**config.mk**
```make
export PLATFORM = sky130hd
export DESIGN_NAME = muldiv_unit
export DESIGN_NICKNAME = d
export VERILOG_FILES = /design/src/rtl/mips_pkg.sv /design/src/rtl/abs_neg.sv /design/src/rtl/muldiv_unit.sv
export SDC_FILE = /design/constraint.sdc
export NUM_CORES = 1
export LEC_CHECK = 0
export CORE_MARGIN = 2
export CORE_UTILIZATION = 40
export CTS_CLUSTER_SIZE = 10
export DETAILED_ROUTE_END_ITERATION = 10
export GPL_TIMING_DRIVEN = 1
export SYNTH_ARGS = -nofsm -noshare
export SYNTH_HDL_FRONTEND = slang
export SYNTH_SLANG_ARGS = --single-unit
```
**constraint.sdc**
```tcl
create_clock -name clk -period 4.47 [get_ports clk]
set_input_delay 1.341 -clock clk [delete_from_list [all_inputs] [get_ports clk]]
set_output_delay 1.341 -clock clk [all_outputs]
set_load 0.02 [all_outputs]
```
**src/rtl/mips_pkg.sv**
```systemverilog
// rtl/mips_pkg.sv - shared op encodings, FSM states and default width for the mul/div unit
package mips_pkg;

    localparam int MD_WIDTH = 32;

    localparam logic [1:0] MD_MULT  = 2'b00;
    localparam logic [1:0] MD_MULTU = 2'b01;
    localparam logic [1:0] MD_DIV   = 2'b10;
    localparam logic [1:0] MD_DIVU  = 2'b11;

    typedef enum logic [1:0] {
        ST_IDLE = 2'b00,
        ST_MUL  = 2'b01,
        ST_DIV  = 2'b10,
        ST_FIX  = 2'b11
    } md_state_t;

endpackage

```
**src/rtl/abs_neg.sv**
```systemverilog
// rtl/abs_neg.sv - conditional two's-complement negate at full width
module abs_neg #(
    parameter int W = 32
) (
    input  logic [W-1:0] i_val,
    input  logic         i_neg,
    output logic [W-1:0] o_val
);

    localparam logic [W-1:0] ONE = W'(1);

    assign o_val = i_neg ? (~i_val + ONE) : i_val;

endmodule

```
**src/rtl/muldiv_unit.sv**
```systemverilog
// rtl/muldiv_unit.sv - iterative radix-2 MULT/MULTU/DIV/DIVU with architectural HI/LO
module muldiv_unit
    import mips_pkg::*;
#(
    parameter int WIDTH = MD_WIDTH
) (
    input  logic             clk,
    input  logic             reset,
    input  logic             start,
    input  logic [1:0]       op,
    input  logic [WIDTH-1:0] a,
    input  logic [WIDTH-1:0] b,
    input  logic             mthi,
    input  logic             mtlo,
    output logic [WIDTH-1:0] hi,
    output logic [WIDTH-1:0] lo,
    output logic             busy,
    output logic             done
);

    localparam int CW = $clog2(WIDTH + 1);

    md_state_t           r_state;
    md_state_t           w_state_nxt;
    logic [CW-1:0]       r_cnt;
    logic [WIDTH-1:0]    r_hi;
    logic [WIDTH-1:0]    r_lo;
    logic                r_busy;
    logic                r_done;
    logic                r_is_div;
    logic                r_neg_res;
    logic                r_neg_rem;
    logic                r_b_zero;
    logic [WIDTH-1:0]    r_opnd;
    logic [2*WIDTH-1:0]  r_prod;

    logic                w_is_signed;
    logic                w_is_div;
    logic [WIDTH-1:0]    w_a_mag;
    logic [WIDTH-1:0]    w_b_mag;
    logic [WIDTH:0]      w_mul_sum;
    logic [WIDTH:0]      w_div_shift;
    logic [WIDTH:0]      w_div_diff;
    logic                w_div_ok;
    logic [WIDTH-1:0]    w_div_rem;
    logic [2*WIDTH-1:0]  w_prod_fix;
    logic [WIDTH-1:0]    w_quo_fix;
    logic [WIDTH-1:0]    w_rem_fix;

    assign w_is_signed = (op == MD_MULT) || (op == MD_DIV);
    assign w_is_div    = (op == MD_DIV) || (op == MD_DIVU);

    abs_neg #(.W(WIDTH)) u_abs_a (
        .i_val (a),
        .i_neg (w_is_signed & a[WIDTH-1]),
        .o_val (w_a_mag)
    );

    abs_neg #(.W(WIDTH)) u_abs_b (
        .i_val (b),
        .i_neg (w_is_signed & b[WIDTH-1]),
        .o_val (w_b_mag)
    );

    // Multiply: r_prod holds {partial_hi, multiplier remainder}; shift right one bit per step.
    assign w_mul_sum = {1'b0, r_prod[2*WIDTH-1:WIDTH]}
                     + (r_prod[0] ? {1'b0, r_opnd} : {(WIDTH+1){1'b0}});

    // Divide: r_prod holds {remainder, dividend/quotient}; restoring step per cycle.
    assign w_div_shift = {r_prod[2*WIDTH-1:WIDTH], r_prod[WIDTH-1]};
    assign w_div_diff  = w_div_shift - {1'b0, r_opnd};
    assign w_div_ok    = ~w_div_diff[WIDTH];
    assign w_div_rem   = w_div_ok ? w_div_diff[WIDTH-1:0] : w_div_shift[WIDTH-1:0];

    abs_neg #(.W(2*WIDTH)) u_fix_prod (
        .i_val (r_prod),
        .i_neg (r_neg_res),
        .o_val (w_prod_fix)
    );

    // A zero divisor leaves the raw all-ones quotient untouched.
    abs_neg #(.W(WIDTH)) u_fix_quo (
        .i_val (r_prod[WIDTH-1:0]),
        .i_neg (r_neg_res & ~r_b_zero),
        .o_val (w_quo_fix)
    );

    abs_neg #(.W(WIDTH)) u_fix_rem (
        .i_val (r_prod[2*WIDTH-1:WIDTH]),
        .i_neg (r_neg_rem),
        .o_val (w_rem_fix)
    );

    always_comb begin
        w_state_nxt = r_state;
        case (r_state)
            ST_IDLE: if (start) w_state_nxt = w_is_div ? ST_DIV : ST_MUL;
            ST_MUL,
            ST_DIV:  if (r_cnt == CW'(1)) w_state_nxt = ST_FIX;
            ST_FIX:  w_state_nxt = ST_IDLE;
            default: w_state_nxt = ST_IDLE;
        endcase
    end

    always_ff @(posedge clk) begin
        if (reset) begin
            r_state <= ST_IDLE;
        end else begin
            r_state <= w_state_nxt;
        end
    end

    always_ff @(posedge clk) begin
        if (reset) begin
            r_cnt     <= '0;
            r_hi      <= '0;
            r_lo      <= '0;
            r_busy    <= 1'b0;
            r_done    <= 1'b0;
            r_is_div  <= 1'b0;
            r_neg_res <= 1'b0;
            r_neg_rem <= 1'b0;
            r_b_zero  <= 1'b0;
            r_opnd    <= '0;
            r_prod    <= '0;
        end else begin
            r_busy <= (w_state_nxt != ST_IDLE);
            r_done <= 1'b0;
            case (r_state)
                ST_IDLE: begin
                    if (mthi) r_hi <= a;
                    if (mtlo) r_lo <= a;
                    if (start) begin
                        r_is_div  <= w_is_div;
                        r_neg_res <= w_is_signed & (a[WIDTH-1] ^ b[WIDTH-1]);
                        r_neg_rem <= w_is_signed & a[WIDTH-1];
                        r_b_zero  <= (b == '0);
                        r_opnd    <= w_is_div ? w_b_mag : w_a_mag;
                        r_prod    <= {{WIDTH{1'b0}}, (w_is_div ? w_a_mag : w_b_mag)};
                        r_cnt     <= CW'(WIDTH);
                    end
                end
                ST_MUL: begin
                    r_prod <= {w_mul_sum, r_prod[WIDTH-1:1]};
                    r_cnt  <= r_cnt - CW'(1);
                end
                ST_DIV: begin
                    r_prod <= {w_div_rem, r_prod[WIDTH-2:0], w_div_ok};
                    r_cnt  <= r_cnt - CW'(1);
                end
                ST_FIX: begin
                    if (r_is_div) begin
                        r_hi <= w_rem_fix;
                        r_lo <= w_quo_fix;
                    end else begin
                        r_hi <= w_prod_fix[2*WIDTH-1:WIDTH];
                        r_lo <= w_prod_fix[WIDTH-1:0];
                    end
                    r_done <= 1'b1;
                end
                default: ;
            endcase
        end
    end

    assign hi   = r_hi;
    assign lo   = r_lo;
    assign busy = r_busy;
    assign done = r_done;

endmodule

```
==> out/qor.csv, run 1 <==
stage;metric;value;unit
setup_path;Crit. End Element;flop;
pwr;P per Cell Area;284;nW/um2
grt;number of global-route vias before repair;14072;
detailed_routing;DRC viols;0;
pwr;Switch Pwr;1880;uW
hold_path;Worst Hold Class;reg -> reg;
run;# Max-Cap Violations;0;
synthesis;FF+latch count, synth;174;
die;core area;35700;um2
synthesis;sequential area share after synthesis;0.238;
detailed_routing;via count;15691;
detailed_routing;post-DR vias/cell;6.07;
synthesis;Post-synth top cells;308 x nor2_1, 250 x a21oi_1, 174 x dfxtp_1, 145 x nand2_1, 107 x clkbuf_1;
synthesis;Synth area leader;dfxtp_1;
setup_path;Setup CP Type;reg -> reg;
cts;Root Driver;clkbuf_16;
cts;total CTS buffers;17;
finish;Multi-input gate area;10400;um2
place;dpl cells;2554;
timing;max frequency;246;MHz
timing;Worst-Margin Slew;0.959;ns
synthesis;Post-Syn Instances;2011;
finish;storage element area;3480;um2
finish;share of layout cells above drive strength 1;0.0838;
setup_path;worst endpoint required time;4.83;ns
die;starting density of the core;0.409;
finish;Fill cells;3623;
timing;unrepaired setup endpoints after global routing;false;
grt;largest net degree at the start of global routing;92;
cts;CTS Sinks;174;
pwr;sequential share of power;0.364;
setup_path;most used cell, CP;o21ai_0;
timing;Max transition margin;0.361;
timing;endpoints failing setup;0;
grt;antenna violations before repair;0;
pwr;switching part of the total power;0.382;
place;Setup WS pre-CTS;0.0850;ns
die;I/O pin count;137;
cts;post-CTS setup buffers;0;
die;row cnt;69;
finish;Final Non-Filler Cells;2586;
timing;final period utilization;0.910;
die;die height;195;um
place;DP HPWL;44700;um
synthesis;syn nets;2158;
status;outcome;complete, no violations;
synthesis;post-synth top area share;0.238;
die;Die Wd;195;um
finish;diode count;0;
timing;Final Skew;0.0202;ns
cts;CTS tree;done;
timing;Final Hold Fails;0;
setup_path;arrival time worst endpoint;4.43;ns
place;RD Place Congestion;0.926;
synthesis;library cells used by synthesis;78;
pwr;leak pwr;0.00668;uW
finish;area grow syn2layout;18.6;%
synthesis;Mapped Area;14600;um2
synthesis;Async SR Flop Fraction;0;
cts;Clock Tree Buf Depth;2;
synthesis;Warnings, synthesis;0;
synthesis;EDFF count, synth;0;
die;Die Footprint;38100;um2
detailed_routing;Initial DRC Count;1787;
finish;Final nets;2259;
cts;# hold bufs at CTS;0;
synthesis;cell with the most instances after synthesis;nor2_1;
timing;Slew Viols, Final;0;
setup_path;Crit Path Max Fanout;6;
detailed_routing;ANT nets after route;0;
timing;Setup WS post-layout;0.402;ns
pwr;Cell Int Power;3040;uW
synthesis;Primary FF master, synth;dfxtp_1;
grt;GRT Total Usage;0.295;
pwr;combinational share of power;0.314;
place;IO Port Bufs;136;
setup_path;startpoint types;flop;
grt;grt ovf;0;
detailed_routing;detailed-route wire length per cell;22.3;um
setup_path;critical-path cell with the highest stage delay;fa_1;
cts;worst skew pair latency;0.47;ns
detailed_routing;DRT Wirelength;57800;um
pwr;clock network fraction of design power;0.322;
detailed_routing;Detailed Routing Iterations Pass 1;8;
cts;Clock H-tree levels;4;
finish;cell area after layout;17300;um2
setup_path;critical path's largest stage delay;0.44;ns
synthesis;synth top area cells;dfxtp_1 24%, a21oi_1 8.6%, nor2_1 7.9%, ha_1 6.3%, xnor2_1 5.9%;
timing;Setup Total Neg Slack;0;ns
grt;first-pass GRT wire length;86200;um
cts;CTS clk-pin slew, worst paths;0.09;ns
pwr;Worst VDD drop;0.293;mV
synthesis;Syn Area/Cell;7.26;um2
cts;post-CTS sizing;0;
setup_path;CP Cell Sequence;and2_1 > ha_1 > fa_1 > a211oi_1 > o211ai_1 > a32o_1 > a31oi_1 > o21a_1 > o31a_1 > o21ai_0 > a221oi_1 > o21ai_0 > a221o_1;
timing;min cycle time layout;4.07;ns
place;Placed Area;16700;um2
## path summary, 6_finish.rpt
| path | startpoint | to | slack [ns] | cells past startpoint |
|---|---|---|---|---|
| worst min-delay path | r_opnd[6] | r_opnd[6] | 0.45 | 2 |
| worst max-delay path | r_prod[0] | r_prod[63] | 0.40 | 13 |
| worst min register to register | r_opnd[6] | r_opnd[6] | 0.45 | 2 |
| worst max register to register | r_prod[0] | r_prod[63] | 0.40 | 13 |
## flip-flops by register name, indices dropped and copies added (netlist names)
signal     cells
busy           1
hi            32
r_prod        64
done           1
r_neg_rem      1
r_b_zero       1
r_state        2
r_cnt          6
r_is_div       1
r_opnd        32
lo            32
r_neg_res      1
## worst max-delay path: cells and delay by family, from the launching register on
| kind | cells | cell delay (ns) |
|---|---|---|
| AO/OA/AOI/OAI | 10 | 2.71 |
| adder cells (fa/ha/maj) | 2 | 0.66 |
| flip-flops | 1 | 0.39 |
| AND/OR/NAND/NOR | 1 | 0.19 |
## metal layers
layer / track usage / vias to the layer above / part of all wire
met4: 0.108 / 0 / 0.035
met5: 0 / - / 0
met3: 0.0589 / 89 / 0.090
li1: - / 7486 / -
met2: 0.430 / 759 / 0.41
met1: 0.427 / 7357 / 0.46
## area by class of cell
type                            count  area share
Sequential cell                   174       0.201
Timing Repair Buffer              221       0.117
Inverter                           69      0.0150
Multi-Input combinational cell   1629       0.599
Clock buffer                       17      0.0246
Clock inverter                     15      0.0104
Tap cell                          461      0.0333
## power by group through the flow
stage / Clock [uW] / Combinational (uW) / Sequential [uW]
2_1_floorplan: 0 / 920 / 1820
6_report: 1590 / 1540 / 1790
3_3_place_gp: 0 / 1500 / 1820
3_5_place_dp: 0 / 1510 / 1820
4_1_cts: 1600 / 1520 / 1780
5_1_grt: 1660 / 1660 / 1800
## kinds of logic after synthesis
group / synth area share
compound gates: 0.296
xor+xnor: 0.103
fa+ha+maj: 0.0661
buf+inv: 0.0565
flops: 0.238
mux: 0.0307
simple gates: 0.210
## per-stage QoR
stage,total power [uW],hold WS [ns],util
2_1_floorplan,2740,0.432,-
3_3_place_gp,3320,0.440,0.468
3_5_place_dp,3330,0.443,0.468
4_1_cts,4900,0.454,0.485
5_1_grt,5120,0.474,0.485
6_report,4920,0.453,0.485
## cells in the final DEF, fill, tap and decap left out, drive strengths merged, types with 72 or more instances in the layout
cell / count
ha: 74
clkdlybuf4s50: 134
buf: 87
a211oi: 80
dfxtp: 174
nor2: 308
xor2: 72
xnor2: 99
a21oi: 250
nand2: 146
inv: 74
o21ai: 106
Power figures use the tool's default switching activity.
==> run 2: changes to the inputs <==
--- a/config.mk
+++ b/config.mk
@@ -10,6 +10,7 @@
 export CTS_CLUSTER_SIZE = 10
 export DETAILED_ROUTE_END_ITERATION = 10
 export GPL_TIMING_DRIVEN = 1
+export SKIP_LAST_GASP = 1
 export SYNTH_ARGS = -nofsm -noshare
 export SYNTH_HDL_FRONTEND = slang
 export SYNTH_SLANG_ARGS = --single-unit
==> results of run 2 <==
The final DEF is identical to that of run 1; final timing and power are the same.
